### src/rtl/pwm_capture.sv
// pwm_capture: measures the high time of a 255-cycle PWM frame on PWM_IN,
// flags stuck-high / stuck-low inputs and period deviations.
//
// state   | meaning
// --------+------------------------------------------------------------
// IDLE    | capture disabled, counters and outputs cleared
// SYNC    | waiting for the first rise to align to a frame boundary
// MEASURE | counting period and high time, reporting on each rise
module pwm_capture (
   input  logic       CLK,
   input  logic       RST_N,
   input  logic       E,
   input  logic       PWM_IN,
   output logic [7:0] DUTY,
   output logic       VALID,
   output logic       FULL,
   output logic       ZERO,
   output logic       PERIOD_ERR
);

   typedef enum logic [1:0] {
      IDLE    = 2'd0,
      SYNC    = 2'd1,
      MEASURE = 2'd2
   } state_t;

   state_t     state;
   state_t     state_nxt;

   logic       pwm_m;
   logic       pwm_s;
   logic       pwm_d;
   logic       rise;
   logic       trans;
   logic       stuck;

   logic [8:0] per_cnt;
   logic [7:0] hi_cnt;
   logic [8:0] run_cnt;

   assign rise  = pwm_s & ~pwm_d;
   assign trans = pwm_s ^ pwm_d;

   // run_cnt excludes the transition cycle itself, so a value of 254 on a
   // non-transition cycle means the level has held for 255 cycles. The
   // !trans term also makes stuck and rise mutually exclusive.
   assign stuck = (state != IDLE) && !trans && (run_cnt == 9'd254);

   // Two-flop synchronizer plus one delay stage for edge detection
   always_ff @(posedge CLK or negedge RST_N) begin
      if (!RST_N) begin
         pwm_m <= 1'b0;
         pwm_s <= 1'b0;
         pwm_d <= 1'b0;
      end else begin
         pwm_m <= PWM_IN;
         pwm_s <= pwm_m;
         pwm_d <= pwm_s;
      end
   end

   // State register
   always_ff @(posedge CLK or negedge RST_N) begin
      if (!RST_N) begin
         state <= IDLE;
      end else begin
         state <= state_nxt;
      end
   end

   // Next-state logic; stuck detection wins over rise
   always_comb begin
      state_nxt = state;
      if (!E) begin
         state_nxt = IDLE;
      end else begin
         case (state)
            IDLE:    state_nxt = SYNC;
            SYNC: begin
               if (stuck) begin
                  state_nxt = SYNC;
               end else if (rise) begin
                  state_nxt = MEASURE;
               end
            end
            MEASURE: begin
               if (stuck) begin
                  state_nxt = SYNC;
               end
            end
            default: state_nxt = IDLE;
         endcase
      end
   end

   // Time since the last level change of the synchronized input
   always_ff @(posedge CLK or negedge RST_N) begin
      if (!RST_N) begin
         run_cnt <= 9'd0;
      end else if (!E || state == IDLE) begin
         run_cnt <= 9'd0;
      end else if (trans || stuck) begin
         run_cnt <= 9'd0;
      end else if (run_cnt != 9'd511) begin
         run_cnt <= run_cnt + 9'd1;
      end
   end

   // Period / high-time counters and the reported results
   always_ff @(posedge CLK or negedge RST_N) begin
      if (!RST_N) begin
         per_cnt    <= 9'd0;
         hi_cnt     <= 8'd0;
         DUTY       <= 8'd0;
         VALID      <= 1'b0;
         FULL       <= 1'b0;
         ZERO       <= 1'b0;
         PERIOD_ERR <= 1'b0;
      end else if (!E) begin
         per_cnt    <= 9'd0;
         hi_cnt     <= 8'd0;
         DUTY       <= 8'd0;
         VALID      <= 1'b0;
         FULL       <= 1'b0;
         ZERO       <= 1'b0;
         PERIOD_ERR <= 1'b0;
      end else begin
         VALID <= 1'b0;
         if (stuck) begin
            DUTY       <= {8{pwm_s}};
            FULL       <= pwm_s;
            ZERO       <= ~pwm_s;
            PERIOD_ERR <= 1'b0;
            VALID      <= 1'b1;
         end else if (rise && (state == SYNC || state == MEASURE)) begin
            // The rise cycle is itself the first high cycle of the new frame
            per_cnt <= 9'd1;
            hi_cnt  <= 8'd1;
            if (state == MEASURE) begin
               DUTY       <= hi_cnt;
               PERIOD_ERR <= (per_cnt != 9'd255);
               FULL       <= 1'b0;
               ZERO       <= 1'b0;
               VALID      <= 1'b1;
            end
         end else if (state == MEASURE) begin
            if (per_cnt != 9'd511) begin
               per_cnt <= per_cnt + 9'd1;
            end
            if (pwm_s && hi_cnt != 8'd255) begin
               hi_cnt <= hi_cnt + 8'd1;
            end
         end
      end
   end

endmodule

### config.mk
export PLATFORM = sky130hd
export DESIGN_NAME = pwm_capture
export DESIGN_NICKNAME = d
export VERILOG_FILES = /design/src/rtl/pwm_capture.sv
export SDC_FILE = /design/constraint.sdc
export NUM_CORES = 1
export LEC_CHECK = 0
export CAP_MARGIN = 25
export CORE_MARGIN = 4
export CORE_UTILIZATION = 45
export DETAILED_ROUTE_END_ITERATION = 6
export HOLD_SLACK_MARGIN = 0.12
export PLACE_DENSITY = 0.72
export SYNTH_ARGS = -nofsm -noshare
export SYNTH_HDL_FRONTEND = slang
export SYNTH_SLANG_ARGS = --single-unit
### constraint.sdc
create_clock -name CLK -period 3.3 [get_ports CLK]
set_input_delay 0.66 -clock CLK [delete_from_list [all_inputs] [get_ports CLK]]
set_output_delay 0.66 -clock CLK [all_outputs]
set_load 0.005 [all_outputs]
==> flow_results.xml, run 1 <==
<?xml version="1.0" encoding="UTF-8"?>
<metrics>
  <group name="cts">
    <metric name="cts_num_sinks" unit="">43</metric>
    <metric name="worst_setup_hold_path_clk_slew" unit="ns">0.08</metric>
    <metric name="deepest_clock_path_buffer_count" unit="">2</metric>
    <metric name="cts.htree.levels" unit="">2</metric>
    <metric name="cts_post_setup_buffers_inserted" unit="">0</metric>
    <metric name="clockRootBuffer" unit="">clkbuf_8</metric>
    <metric name="worstSkewPairLatency" unit="ns">0.30</metric>
    <metric name="tritoncts.num_buffers" unit="">5</metric>
    <metric name="post_cts_resized" unit="">0</metric>
    <metric name="tritoncts_clock_tree" unit="">done</metric>
    <metric name="post_cts_hold_buffer_count" unit="">0</metric>
  </group>
  <group name="drt">
    <metric name="number_of_vias_per_cell" unit="">5.63</metric>
    <metric name="drc" unit="">0</metric>
    <metric name="drtPass1Iterations" unit="">4</metric>
    <metric name="avgRoutedWirePerCell" unit="um">14.4</metric>
    <metric name="final_antenna_net_count" unit="">0</metric>
    <metric name="drt_iter0_markers" unit="">100</metric>
    <metric name="totalWireLength" unit="um">4750</metric>
    <metric name="via_total_after_detailed_routing" unit="">1851</metric>
  </group>
  <group name="place">
    <metric name="place_ws" unit="ns">0.851</metric>
    <metric name="place.detailed.hpwl" unit="um">3290</metric>
    <metric name="placement.io_buffers" unit="">15</metric>
    <metric name="post-place-cells" unit="">321</metric>
    <metric name="place.gp.congestion" unit="">0.849</metric>
    <metric name="postPlaceCellArea" unit="mm^2">0.00257</metric>
  </group>
  <group name="critical_path">
    <metric name="path_class" unit="">flip-flop to flip-flop</metric>
    <metric name="critical_path.cell_chain" unit="">ha_1, nor2b_1, nand3_2, o21ai_1, a31oi_1</metric>
    <metric name="worst_ep_required_time" unit="ns">3.46</metric>
    <metric name="timing.critical_path.slowest_stage_cell" unit="">o21ai_1</metric>
    <metric name="sort_of_element_at_the_start_of_the_critical_path" unit="">flip-flop</metric>
    <metric name="arrival" unit="ns">2.33</metric>
    <metric name="critPathTopFamily" unit="">compound AO/OA/AOI/OAI gates</metric>
    <metric name="critical_path.endpoint_type" unit="">flip-flop</metric>
    <metric name="max_stage_delay" unit="ns">0.62</metric>
    <metric name="path_max_fanout" unit="">22</metric>
    <metric name="cp_num_buf_inv" unit="">0</metric>
  </group>
  <group name="sta">
    <metric name="worst_slack" unit="ns">1.13</metric>
    <metric name="period_share" unit="%">65.7</metric>
    <metric name="whs" unit="ns">0.281</metric>
    <metric name="rsz0062_at_grt" unit="">no</metric>
    <metric name="timing.final.hold_violations" unit="">0</metric>
    <metric name="slew-limit-headroom" unit="%">59.9</metric>
    <metric name="totalNegativeSetupSlack" unit="ns">0</metric>
    <metric name="finalWorstPathRequiredPeriod" unit="ns">2.17</metric>
    <metric name="tightestPinTransition" unit="ns">0.598</metric>
    <metric name="timing_max_transition_violations_final" unit="">0</metric>
    <metric name="finalSetupViolCount" unit="">0</metric>
    <metric name="timing.clock.skew" unit="ns">0.00752</metric>
    <metric name="fmax" unit="MHz">461</metric>
  </group>
  <group name="final_layout">
    <metric name="non_filler_cells_final" unit="">329</metric>
    <metric name="layout.cells.most_common" unit="">dfrtp_1</metric>
    <metric name="diode_count" unit="">0</metric>
    <metric name="finish.utilization" unit="%">52.4</metric>
    <metric name="final-seq-area" unit="mm^2">0.00108</metric>
    <metric name="multi_input_area" unit="mm^2">0.00122</metric>
    <metric name="proportion_of_layout_cells_with_a_drive_suffix_above_1" unit="%">8.88</metric>
    <metric name="final_cell_area" unit="mm^2">0.00270</metric>
    <metric name="final_cell_mix" unit="">dfrtp_1, nand2_1, nor2_1, clkdlybuf4s50_1, ha_1</metric>
    <metric name="areaGrowthSynthToFinish" unit="%">12.4</metric>
    <metric name="final_net_count" unit="">275</metric>
    <metric name="final.fill_count" unit="">502</metric>
  </group>
  <group name="run">
    <metric name="count_of_max_cap_constraint_violations" unit="">0</metric>
  </group>
  <group name="yosys">
    <metric name="synthesized_area_per_cell" unit="um^2">9.75</metric>
    <metric name="ys_seq_area_share" unit="%">44.9</metric>
    <metric name="synthFlopType" unit="">dfrtp_1</metric>
    <metric name="synth_edf_count" unit="">0</metric>
    <metric name="netlist_instances" unit="">246</metric>
    <metric name="yosys_warnings" unit="">0</metric>
    <metric name="postSynthNetCount" unit="">262</metric>
    <metric name="synth_cell_type_count" unit="">56</metric>
    <metric name="synthesis.area" unit="mm^2">0.00240</metric>
    <metric name="seq_cells_post_synth" unit="">43</metric>
    <metric name="async_flop_share" unit="%">100</metric>
  </group>
  <group name="global_route">
    <metric name="track_usage" unit="%">16.7</metric>
    <metric name="grt_max_degree" unit="">44</metric>
    <metric name="grt_overflow_total" unit="">0</metric>
    <metric name="via_count_of_the_first_global_routing_pass" unit="">1926</metric>
    <metric name="number_of_antenna_violations_at_the_first_check_in_global_routing" unit="">0</metric>
    <metric name="global_route_wire_length_before_repair" unit="um">8570</metric>
  </group>
  <group name="power_and_ir_drop">
    <metric name="leakage_component_of_the_power" unit="nW">1.19</metric>
    <metric name="powerDensity" unit="mW/mm^2">448</metric>
    <metric name="max-vdd-ir-drop" unit="uV">327</metric>
    <metric name="post-layout-total-power" unit="mW">1.21</metric>
  </group>
  <group name="floorplan">
    <metric name="die_height" unit="um">81.0</metric>
    <metric name="dieWidth" unit="um">81.0</metric>
    <metric name="ios" unit="">16</metric>
    <metric name="row_count" unit="">26</metric>
    <metric name="initial_utilization" unit="%">46.7</metric>
    <metric name="core_area" unit="mm^2">0.00514</metric>
    <metric name="die_area" unit="mm^2">0.00656</metric>
  </group>
  <group name="outcome">
    <metric name="result_of_the_run" unit="">complete, no violations</metric>
  </group>
  <group name="worst_hold_path">
    <metric name="hold_path.class" unit="">input pin to asynchronous set/reset pin</metric>
  </group>
</metrics>
## final cells by class
| type | instances | area share [%] |
|---|---|---|
| Inverter | 10 | 1.39 |
| Tap cell | 70 | 3.25 |
| Clock inverter | 1 | 1.11 |
| Clock buffer | 6 | 2.69 |
| Multi-Input combinational cell | 182 | 45.2 |
| Sequential cell | 43 | 39.9 |
| Timing Repair Buffer | 17 | 6.41 |
## cell families (layout without fill, tap and decap cells)
logic type,count (synthesis),after routing,share of synthesized area [%]
AOI/OAI and AO/OA,61,61,19.4
adders and majority gates,12,12,6.26
DFF,43,43,44.9
muxes,1,1,0.417
buffers and inverters,21,34,4.33
xor gates and xnor gates,7,7,2.56
and+or+nand+nor,101,101,22.2
## per-layer routing
layer,vias to the layer above,GRT usage (%),wire [um],share of wire [%]
met5,-,0,0,0
met4,0,8.28,87,1.8
met3,9,3.77,133,2.8
met2,24,27.1,2330,49
met1,907,20.9,2200,46
li1,911,-,-,-
## path summary, 6_finish.rpt
| path | start | endpoint | slack (ns) | cells past startpoint |
|---|---|---|---|---|
| max reg2reg | pwm_s$_DFF_PN0_ | DUTY[0]$_DFFE_PN0P_ | 1.13 | 5 |
| min reg2reg | pwm_m$_DFF_PN0_ | pwm_s$_DFF_PN0_ | 0.36 | 0 |
| max | pwm_s$_DFF_PN0_ | DUTY[0]$_DFFE_PN0P_ | 1.13 | 5 |
| min | RST_N | DUTY[6]$_DFFE_PN0P_ | 0.28 | 1 |
| max in group asynchronous | RST_N | per_cnt[4]$_DFFE_PN0P_ | 2.53 | 2 |
| min in group CLK | pwm_m$_DFF_PN0_ | pwm_s$_DFF_PN0_ | 0.36 | 0 |
## worst register-to-register path: stages, from the launching register on
cell	delay, ns
dfrtp_1	0.49
ha_1	0.34
nor2b_1	0.15
nand3_2	0.34
o21ai_1	0.63
a31oi_1	0.09
## report_power, final
| group | leakage, nW | internal [mW] | switching (mW) |
|---|---|---|---|
| Combinational | 0.549 | 0.0900 | 0.143 |
| Clock | 0.0513 | 0.222 | 0.178 |
| Sequential | 0.591 | 0.550 | 0.0241 |
| Total | 1.19 | 0.862 | 0.345 |
## cell usage after synthesis, types with 2 or more instances
cell      instances  share of area [%]
dfrtp_1          43                 45
nand2_1          34                5.3
nor2_1           18                2.8
ha_1             12                6.3
nand3_1          11                2.3
o21ai_0          11                2.3
a21oi_1          10                2.1
inv_1            10                1.6
a31oi_1           8                2.1
and3_1            7                1.8
buf_2             5                1.0
nand4_1           5                1.3
nor2b_1           5                1.3
nor3_1            4               0.83
o21a_1            4                1.3
xnor2_1           4                1.5
a21o_1            3               0.94
a22o_1            3                1.1
o211ai_1          3               0.94
xor2_1            3                1.1
a211o_1           2               0.73
a32o_1            2               0.83
and4_4            2               0.94
buf_6             2               0.94
clkbuf_1          2               0.31
nand4b_1          2               0.73
o31ai_1           2               0.63
## flip-flops by register name (all words and copies together) (netlist names)
name,count
FULL,1
state,2
PERIOD_ERR,1
VALID,1
run_cnt,9
ZERO,1
DUTY,8
pwm_m,1
pwm_d,1
pwm_s,1
per_cnt,9
hi_cnt,8
Power figures use the tool's default switching activity.
==> inputs of run 2 (changes only) <==
PLACE_DENSITY = 0.74   (was 0.72)
clock period = 1.8 ns   (was 3.3 ns; I/O delays follow)
==> flow_results.xml, run 2 (same netlist as run 1, synthesis figures left out) <==
<?xml version="1.0" encoding="UTF-8"?>
<metrics>
  <group name="drt">
    <metric name="final_antenna_net_count" unit="">0</metric>
    <metric name="number_of_vias_per_cell" unit="">5.54</metric>
    <metric name="totalWireLength" unit="um">5460</metric>
    <metric name="drc" unit="">0</metric>
    <metric name="drt_iter0_markers" unit="">121</metric>
    <metric name="avgRoutedWirePerCell" unit="um">14.8</metric>
    <metric name="via_total_after_detailed_routing" unit="">2048</metric>
    <metric name="drtPass1Iterations" unit="">4</metric>
  </group>
  <group name="global_route">
    <metric name="grt_overflow_total" unit="">0</metric>
    <metric name="track_usage" unit="%">17.8</metric>
    <metric name="number_of_antenna_violations_at_the_first_check_in_global_routing" unit="">0</metric>
    <metric name="grt_max_degree" unit="">25</metric>
    <metric name="via_count_of_the_first_global_routing_pass" unit="">1956</metric>
    <metric name="global_route_wire_length_before_repair" unit="um">9020</metric>
  </group>
  <group name="power_and_ir_drop">
    <metric name="max-vdd-ir-drop" unit="uV">594</metric>
    <metric name="sw_frac_of_total" unit="%">30.3</metric>
    <metric name="proportion_of_power_drawn_by_the_clock_network" unit="%">25.5</metric>
    <metric name="switchingPower" unit="mW">0.683</metric>
    <metric name="power.share.sequential" unit="%">46.5</metric>
    <metric name="leakage_component_of_the_power" unit="nW">1.38</metric>
    <metric name="cell_internal_pwr" unit="mW">1.57</metric>
    <metric name="power_frac_comb" unit="%">28.0</metric>
    <metric name="powerDensity" unit="mW/mm^2">732</metric>
  </group>
  <group name="cts">
    <metric name="cts.htree.levels" unit="">2</metric>
    <metric name="deepest_clock_path_buffer_count" unit="">2</metric>
    <metric name="tritoncts_clock_tree" unit="">done</metric>
    <metric name="worst_setup_hold_path_clk_slew" unit="ns">0.08</metric>
    <metric name="tritoncts.num_buffers" unit="">5</metric>
    <metric name="clockRootBuffer" unit="">clkbuf_8</metric>
    <metric name="cts_num_sinks" unit="">43</metric>
    <metric name="worstSkewPairLatency" unit="ns">0.29</metric>
  </group>
  <group name="critical_path">
    <metric name="cp_num_buf_inv" unit="">0</metric>
    <metric name="critPathTopFamily" unit="">simple AND/OR/NAND/NOR gates</metric>
    <metric name="critical_path.cell_chain" unit="">ha_2, nand2_2, nor3_1, ha_2, nand4b_1, nor3_2, xnor2_1, nor2_1</metric>
    <metric name="max_stage_delay" unit="ns">0.42</metric>
    <metric name="worst_ep_required_time" unit="ns">1.97</metric>
    <metric name="timing.critical_path.slowest_stage_cell" unit="">dfrtp_1</metric>
    <metric name="sort_of_element_at_the_start_of_the_critical_path" unit="">flip-flop</metric>
    <metric name="arrival" unit="ns">1.98</metric>
    <metric name="worst_path_most_repeated_cell" unit="">ha_2</metric>
    <metric name="path_max_fanout" unit="">4</metric>
    <metric name="path_class" unit="">flip-flop to flip-flop</metric>
    <metric name="critical_path.endpoint_type" unit="">flip-flop</metric>
  </group>
  <group name="run">
    <metric name="count_of_max_cap_constraint_violations" unit="">0</metric>
  </group>
  <group name="worst_hold_path">
    <metric name="hold_path.class" unit="">flip-flop to flip-flop</metric>
  </group>
  <group name="final_layout">
    <metric name="reg.largest.list" unit="">per_cnt (9), run_cnt (9)</metric>
    <metric name="non_filler_cells_final" unit="">370</metric>
    <metric name="final.fill_count" unit="">443</metric>
    <metric name="areaGrowthSynthToFinish" unit="%">28.5</metric>
    <metric name="proportion_of_layout_cells_with_a_drive_suffix_above_1" unit="%">27.0</metric>
    <metric name="finish.utilization" unit="%">60.0</metric>
    <metric name="final_net_count" unit="">317</metric>
    <metric name="final_cell_mix" unit="">dfrtp_1, buf_4, nand2_1, nor2_1, clkdlybuf4s50_1</metric>
    <metric name="diode_count" unit="">0</metric>
    <metric name="layout.cells.most_common" unit="">dfrtp_1</metric>
  </group>
  <group name="place">
    <metric name="post-place-cells" unit="">354</metric>
    <metric name="place.detailed.hpwl" unit="um">3770</metric>
    <metric name="place.gp.congestion" unit="">0.811</metric>
    <metric name="placement.io_buffers" unit="">15</metric>
  </group>
  <group name="floorplan">
    <metric name="die_height" unit="um">81.0</metric>
    <metric name="initial_utilization" unit="%">46.7</metric>
    <metric name="dieWidth" unit="um">81.0</metric>
    <metric name="core_area" unit="mm^2">0.00514</metric>
    <metric name="die_area" unit="mm^2">0.00656</metric>
    <metric name="ios" unit="">16</metric>
    <metric name="row_count" unit="">26</metric>
  </group>
  <group name="sta">
    <metric name="timing.final.hold_violations" unit="">0</metric>
    <metric name="rsz0062_at_grt" unit="">yes</metric>
    <metric name="timing.clock.skew" unit="ns">0.00767</metric>
    <metric name="fmax" unit="MHz">552</metric>
    <metric name="timing_max_transition_violations_final" unit="">0</metric>
    <metric name="worst_slack" unit="ns">-0.0111</metric>
    <metric name="finalSetupViolCount" unit="">1</metric>
    <metric name="tightestPinTransition" unit="ns">0.487</metric>
    <metric name="finalWorstPathRequiredPeriod" unit="ns">1.81</metric>
    <metric name="period_share" unit="%">101</metric>
    <metric name="slew-limit-headroom" unit="%">67.5</metric>
  </group>
  <group name="outcome">
    <metric name="violations" unit="">negative setup slack</metric>
    <metric name="result_of_the_run" unit="">complete, but fails checks</metric>
  </group>
</metrics>
run 2: cell count changes in the layout (fill, tap and decap cells not counted), moves of 2 or more:
| cell | previous run | this run |
|---|---|---|
| ha_2 | 0 | 5 |
| buf_4 | 1 | 40 |
| ha_1 | 12 | 6 |
| nor3_1 | 4 | 2 |
| nor3_2 | 0 | 2 |
| o21ai_0 | 11 | 7 |
| o21ai_1 | 1 | 5 |
| buf_6 | 0 | 2 |
run 2: path summary, 6_finish.rpt:
kind | startpoint | endpoint | slack [ns] | cells past startpoint
min in group asynchronous | RST_N | DUTY[3]$_DFFE_PN0P_ | 0.55 | 2
worst min register to register | pwm_m$_DFF_PN0_ | pwm_s$_DFF_PN0_ | 0.35 | 0
max in group asynchronous | RST_N | per_cnt[2]$_DFFE_PN0P_ | 0.75 | 3
worst max-delay path | run_cnt[0]$_DFFE_PN0P_ | run_cnt[7]$_DFFE_PN0P_ | -0.01 | 8
worst min-delay path | pwm_m$_DFF_PN0_ | pwm_s$_DFF_PN0_ | 0.35 | 0
worst max register to register | run_cnt[0]$_DFFE_PN0P_ | run_cnt[7]$_DFFE_PN0P_ | -0.01 | 8
run 2: timing repair:
| action | in CTS | in global routing |
|---|---|---|
| pin swaps | 2 | 17 |
| endpoints found under the hold margin | 19 | 0 |
| resized for setup | 4 | 24 |
| buffers inserted | 0 | 9 |
| endpoints found under the setup margin | 7 | 29 |
| hold buffers | 1 | 0 |
run 2: area by class of cell:
cell class,instances,area [um^2],share of cell area [%]
multi-input cells,182,1310,42.4
clock buffers,5,68.8,2.23
clock inverters,1,7.51,0.244
repair buffers,59,498,16.2
inverters,10,37.5,1.22
well taps,70,87.6,2.84
flip-flops and latches,43,1080,34.9
run 2: layer usage:
metal	vias up	global-route usage, %	routed length, um
met5	-	0	0
met4	0	6.08	72
met3	6	3.99	188
met2	30	30.0	2730
met1	1021	22.4	2480
li1	991	-	-
run 2: through the flow:
stage	TNS [ns]	total power, mW	hold slack [ns]	setup slack, ns	instance area [um^2]
6_report	-0.0111	2.26	0.353	-0.0111	3080
5_1_grt	-0.351	2.38	0.378	-0.123	3080
4_1_cts	0	2.19	0.355	0.00845	2930
3_5_place_dp	-0.279	1.61	0.337	-0.127	2830
3_3_place_gp	-0.0770	1.60	0.331	-0.0397	2830
2_1_floorplan	0	1.38	0.0644	0.0175	2400
run 2: power groups by stage:
| stage | clock network (mW) | logic, mW | registers [mW] |
|---|---|---|---|
| after floorplan | 0 | 0.319 | 1.06 |
| after global placement | 0 | 0.535 | 1.06 |
| after detailed placement | 0 | 0.544 | 1.07 |
| after CTS | 0.592 | 0.555 | 1.05 |
| after global routing | 0.630 | 0.699 | 1.05 |
| final | 0.574 | 0.632 | 1.05 |
run 2: worst reg2reg max path, delay by kind of cell (launching register included):
kind / cells / cell delay (ns)
adder cells (fa/ha/maj): 2 / 0.41
AND/OR/NAND/NOR: 5 / 0.72
XOR/XNOR: 1 / 0.14
flip-flops: 1 / 0.42
==> inputs of run 3 (changes only) <==
SKIP_LAST_GASP = 1   (was default)
clock period = 1.5 ns   (was 1.8 ns; I/O delays follow)
==> flow_results.xml, run 3 (same netlist as run 1, synthesis figures left out) <==
<?xml version="1.0" encoding="UTF-8"?>
<metrics>
  <group name="final_layout">
    <metric name="diode_count" unit="">0</metric>
    <metric name="areaGrowthSynthToFinish" unit="%">56.1</metric>
    <metric name="reg.largest.list" unit="">per_cnt (9), run_cnt (9)</metric>
    <metric name="final_net_count" unit="">361</metric>
    <metric name="proportion_of_layout_cells_with_a_drive_suffix_above_1" unit="%">46.8</metric>
    <metric name="layout.cells.most_common" unit="">buf_4</metric>
    <metric name="final_cell_mix" unit="">buf_4, dfrtp_1, nand2_1, nor2_1, buf_6</metric>
    <metric name="final.fill_count" unit="">366</metric>
    <metric name="finish.utilization" unit="%">72.8</metric>
    <metric name="final_cell_area" unit="mm^2">0.00374</metric>
  </group>
  <group name="global_route">
    <metric name="grt_overflow_total" unit="">0</metric>
    <metric name="via_count_of_the_first_global_routing_pass" unit="">2296</metric>
    <metric name="grt_max_degree" unit="">27</metric>
    <metric name="track_usage" unit="%">22.0</metric>
    <metric name="number_of_antenna_violations_at_the_first_check_in_global_routing" unit="">0</metric>
    <metric name="global_route_wire_length_before_repair" unit="um">11000</metric>
  </group>
  <group name="cts">
    <metric name="worstSkewPairLatency" unit="ns">0.31</metric>
    <metric name="deepest_clock_path_buffer_count" unit="">2</metric>
    <metric name="cts_num_sinks" unit="">43</metric>
    <metric name="clockRootBuffer" unit="">clkbuf_8</metric>
    <metric name="worst_setup_hold_path_clk_slew" unit="ns">0.08</metric>
    <metric name="tritoncts.num_buffers" unit="">5</metric>
    <metric name="tritoncts_clock_tree" unit="">done</metric>
    <metric name="cts.htree.levels" unit="">2</metric>
  </group>
  <group name="place">
    <metric name="place.gp.congestion" unit="">0.788</metric>
    <metric name="place_ws" unit="ns">-0.321</metric>
    <metric name="placement.io_buffers" unit="">15</metric>
    <metric name="postPlaceCellArea" unit="mm^2">0.00320</metric>
    <metric name="place.detailed.hpwl" unit="um">4330</metric>
  </group>
  <group name="critical_path">
    <metric name="path_max_fanout" unit="">3</metric>
    <metric name="r2r_start" unit="">run_cnt[0]$_DFFE_PN0P_</metric>
    <metric name="timing.critical_path.slowest_stage_cell" unit="">dfrtp_1</metric>
    <metric name="path_class" unit="">flip-flop to flip-flop</metric>
    <metric name="arrival" unit="ns">1.93</metric>
    <metric name="max_stage_delay" unit="ns">0.41</metric>
    <metric name="critical_path.cell_chain" unit="">ha_2, nand2_2, nor3_2, ha_2, nand4b_1, nor3_2, xnor2_1, nor2_1</metric>
    <metric name="setup.worst_path.start" unit="">run_cnt[0]$_DFFE_PN0P_</metric>
    <metric name="sort_of_element_at_the_start_of_the_critical_path" unit="">flip-flop</metric>
    <metric name="worstRegToRegCells" unit="">8</metric>
    <metric name="worst_ep_required_time" unit="ns">1.70</metric>
    <metric name="critical_path.endpoint_type" unit="">flip-flop</metric>
  </group>
  <group name="floorplan">
    <metric name="initial_utilization" unit="%">46.7</metric>
    <metric name="die_height" unit="um">81.0</metric>
    <metric name="core_area" unit="mm^2">0.00514</metric>
    <metric name="row_count" unit="">26</metric>
    <metric name="dieWidth" unit="um">81.0</metric>
    <metric name="ios" unit="">16</metric>
    <metric name="die_area" unit="mm^2">0.00656</metric>
  </group>
  <group name="sta">
    <metric name="timing.final.hold_violations" unit="">0</metric>
    <metric name="fmax" unit="MHz">577</metric>
    <metric name="timing_max_transition_violations_final" unit="">0</metric>
    <metric name="worst_slack" unit="ns">-0.232</metric>
    <metric name="timing.clock.skew" unit="ns">0.00954</metric>
    <metric name="period_share" unit="%">115</metric>
    <metric name="rsz0062_at_grt" unit="">yes</metric>
    <metric name="tightestPinTransition" unit="ns">0.436</metric>
    <metric name="slew-limit-headroom" unit="%">70.9</metric>
    <metric name="finalWorstPathRequiredPeriod" unit="ns">1.73</metric>
    <metric name="finalSetupViolCount" unit="">38</metric>
  </group>
  <group name="run">
    <metric name="count_of_max_cap_constraint_violations" unit="">0</metric>
  </group>
  <group name="drt">
    <metric name="avgRoutedWirePerCell" unit="um">17.0</metric>
    <metric name="via_total_after_detailed_routing" unit="">2331</metric>
    <metric name="totalWireLength" unit="um">7050</metric>
    <metric name="drc" unit="">0</metric>
    <metric name="final_antenna_net_count" unit="">0</metric>
    <metric name="drt_iter0_markers" unit="">140</metric>
    <metric name="drtPass1Iterations" unit="">4</metric>
    <metric name="number_of_vias_per_cell" unit="">5.60</metric>
  </group>
  <group name="power_and_ir_drop">
    <metric name="post-layout-total-power" unit="mW">3.36</metric>
    <metric name="leakage_component_of_the_power" unit="nW">1.81</metric>
    <metric name="max-vdd-ir-drop" unit="uV">1330</metric>
    <metric name="powerDensity" unit="mW/mm^2">897</metric>
  </group>
  <group name="worst_hold_path">
    <metric name="min_delay_path_depth" unit="">0</metric>
    <metric name="hold_path.class" unit="">flip-flop to flip-flop</metric>
    <metric name="timing.hold.worst.start" unit="">pwm_m$_DFF_PN0_</metric>
  </group>
  <group name="outcome">
    <metric name="result_of_the_run" unit="">complete, but fails checks</metric>
    <metric name="violations" unit="">negative setup slack</metric>
  </group>
</metrics>
-- run 3: cell count changes in the layout (fill, tap and decap cells not counted), sizes merged --
cell           before  now
buf                44   86
clkdlybuf4s50      14    6
dlymetal6s2s        0    7
and3                8    9
bufinv              0    1
clkbuf              5    6
clkinv              0    1
clkinvlp            1    0
dlygate4sd2         0    1
nand3              12   13
-- run 3: worst paths after layout --
check	end	slack, ns
max reg2reg	run_cnt[7]$_DFFE_PN0P_	-0.23
min	pwm_s$_DFF_PN0_	0.36
min reg2reg	pwm_s$_DFF_PN0_	0.36
max	run_cnt[7]$_DFFE_PN0P_	-0.23
max in group asynchronous	pwm_s$_DFF_PN0_	0.54
min in group asynchronous	DUTY[7]$_DFFE_PN0P_	0.45
-- run 3: per-layer routing --
metal | share of wire [%] | up-vias | track usage [%]
li1 | - | 1094 | -
met2 | 53 | 73 | 40.0
met3 | 5.0 | 15 | 3.66
met5 | 0 | - | 0
met1 | 40 | 1149 | 26.0
met4 | 1.7 | 0 | 7.94
-- run 3: power by group --
group	switching (mW)	total (mW)	internal [mW]	leakage [nW]
sequential	0.0423	1.25	1.21	0.590
combinational	0.549	1.14	0.590	1.15
clock	0.426	0.965	0.539	0.0612
-- run 3: cell type report --
| type | instances | area, um^2 | share of cell area, % |
|---|---|---|---|
| Timing Repair Buffer | 101 | 883 | 23.6 |
| Inverter | 10 | 37.5 | 1.00 |
| Tap cell | 70 | 87.6 | 2.34 |
| Clock inverter | 2 | 35.0 | 0.936 |
| Sequential cell | 43 | 1080 | 28.8 |
| Clock buffer | 6 | 82.6 | 2.21 |
| Multi-Input combinational cell | 184 | 1540 | 41.1 |
-- run 3: through the flow --
stage	TNS [ns]	hold WS, ns	std cells
final	-4.33	0.360	416
after global routing	-7.17	0.383	416
after detailed placement	-6.03	0.258	381
after CTS	-3.52	0.354	403
after floorplan	-1.21	0.00441	246
after global placement	-5.07	0.263	381
-- run 3: repair_timing --
action / in CTS / in global routing
hold buffers: 1 / 0
gates cloned: 1 / 1
setup buffers: 13 / 12
setup endpoints to repair: 40 / 48
gates resized for setup: 23 / 37
hold endpoints to repair: 17 / 0
pin swaps: 24 / 27
-- run 3: worst max-delay path: cells and delay by family (launching register included) --
kind | cells | cell delay, ns
and+or+nand+nor | 5 | 0.68
xor gates and xnor gates | 1 | 0.15
DFF | 1 | 0.41
adders and majority gates | 2 | 0.39
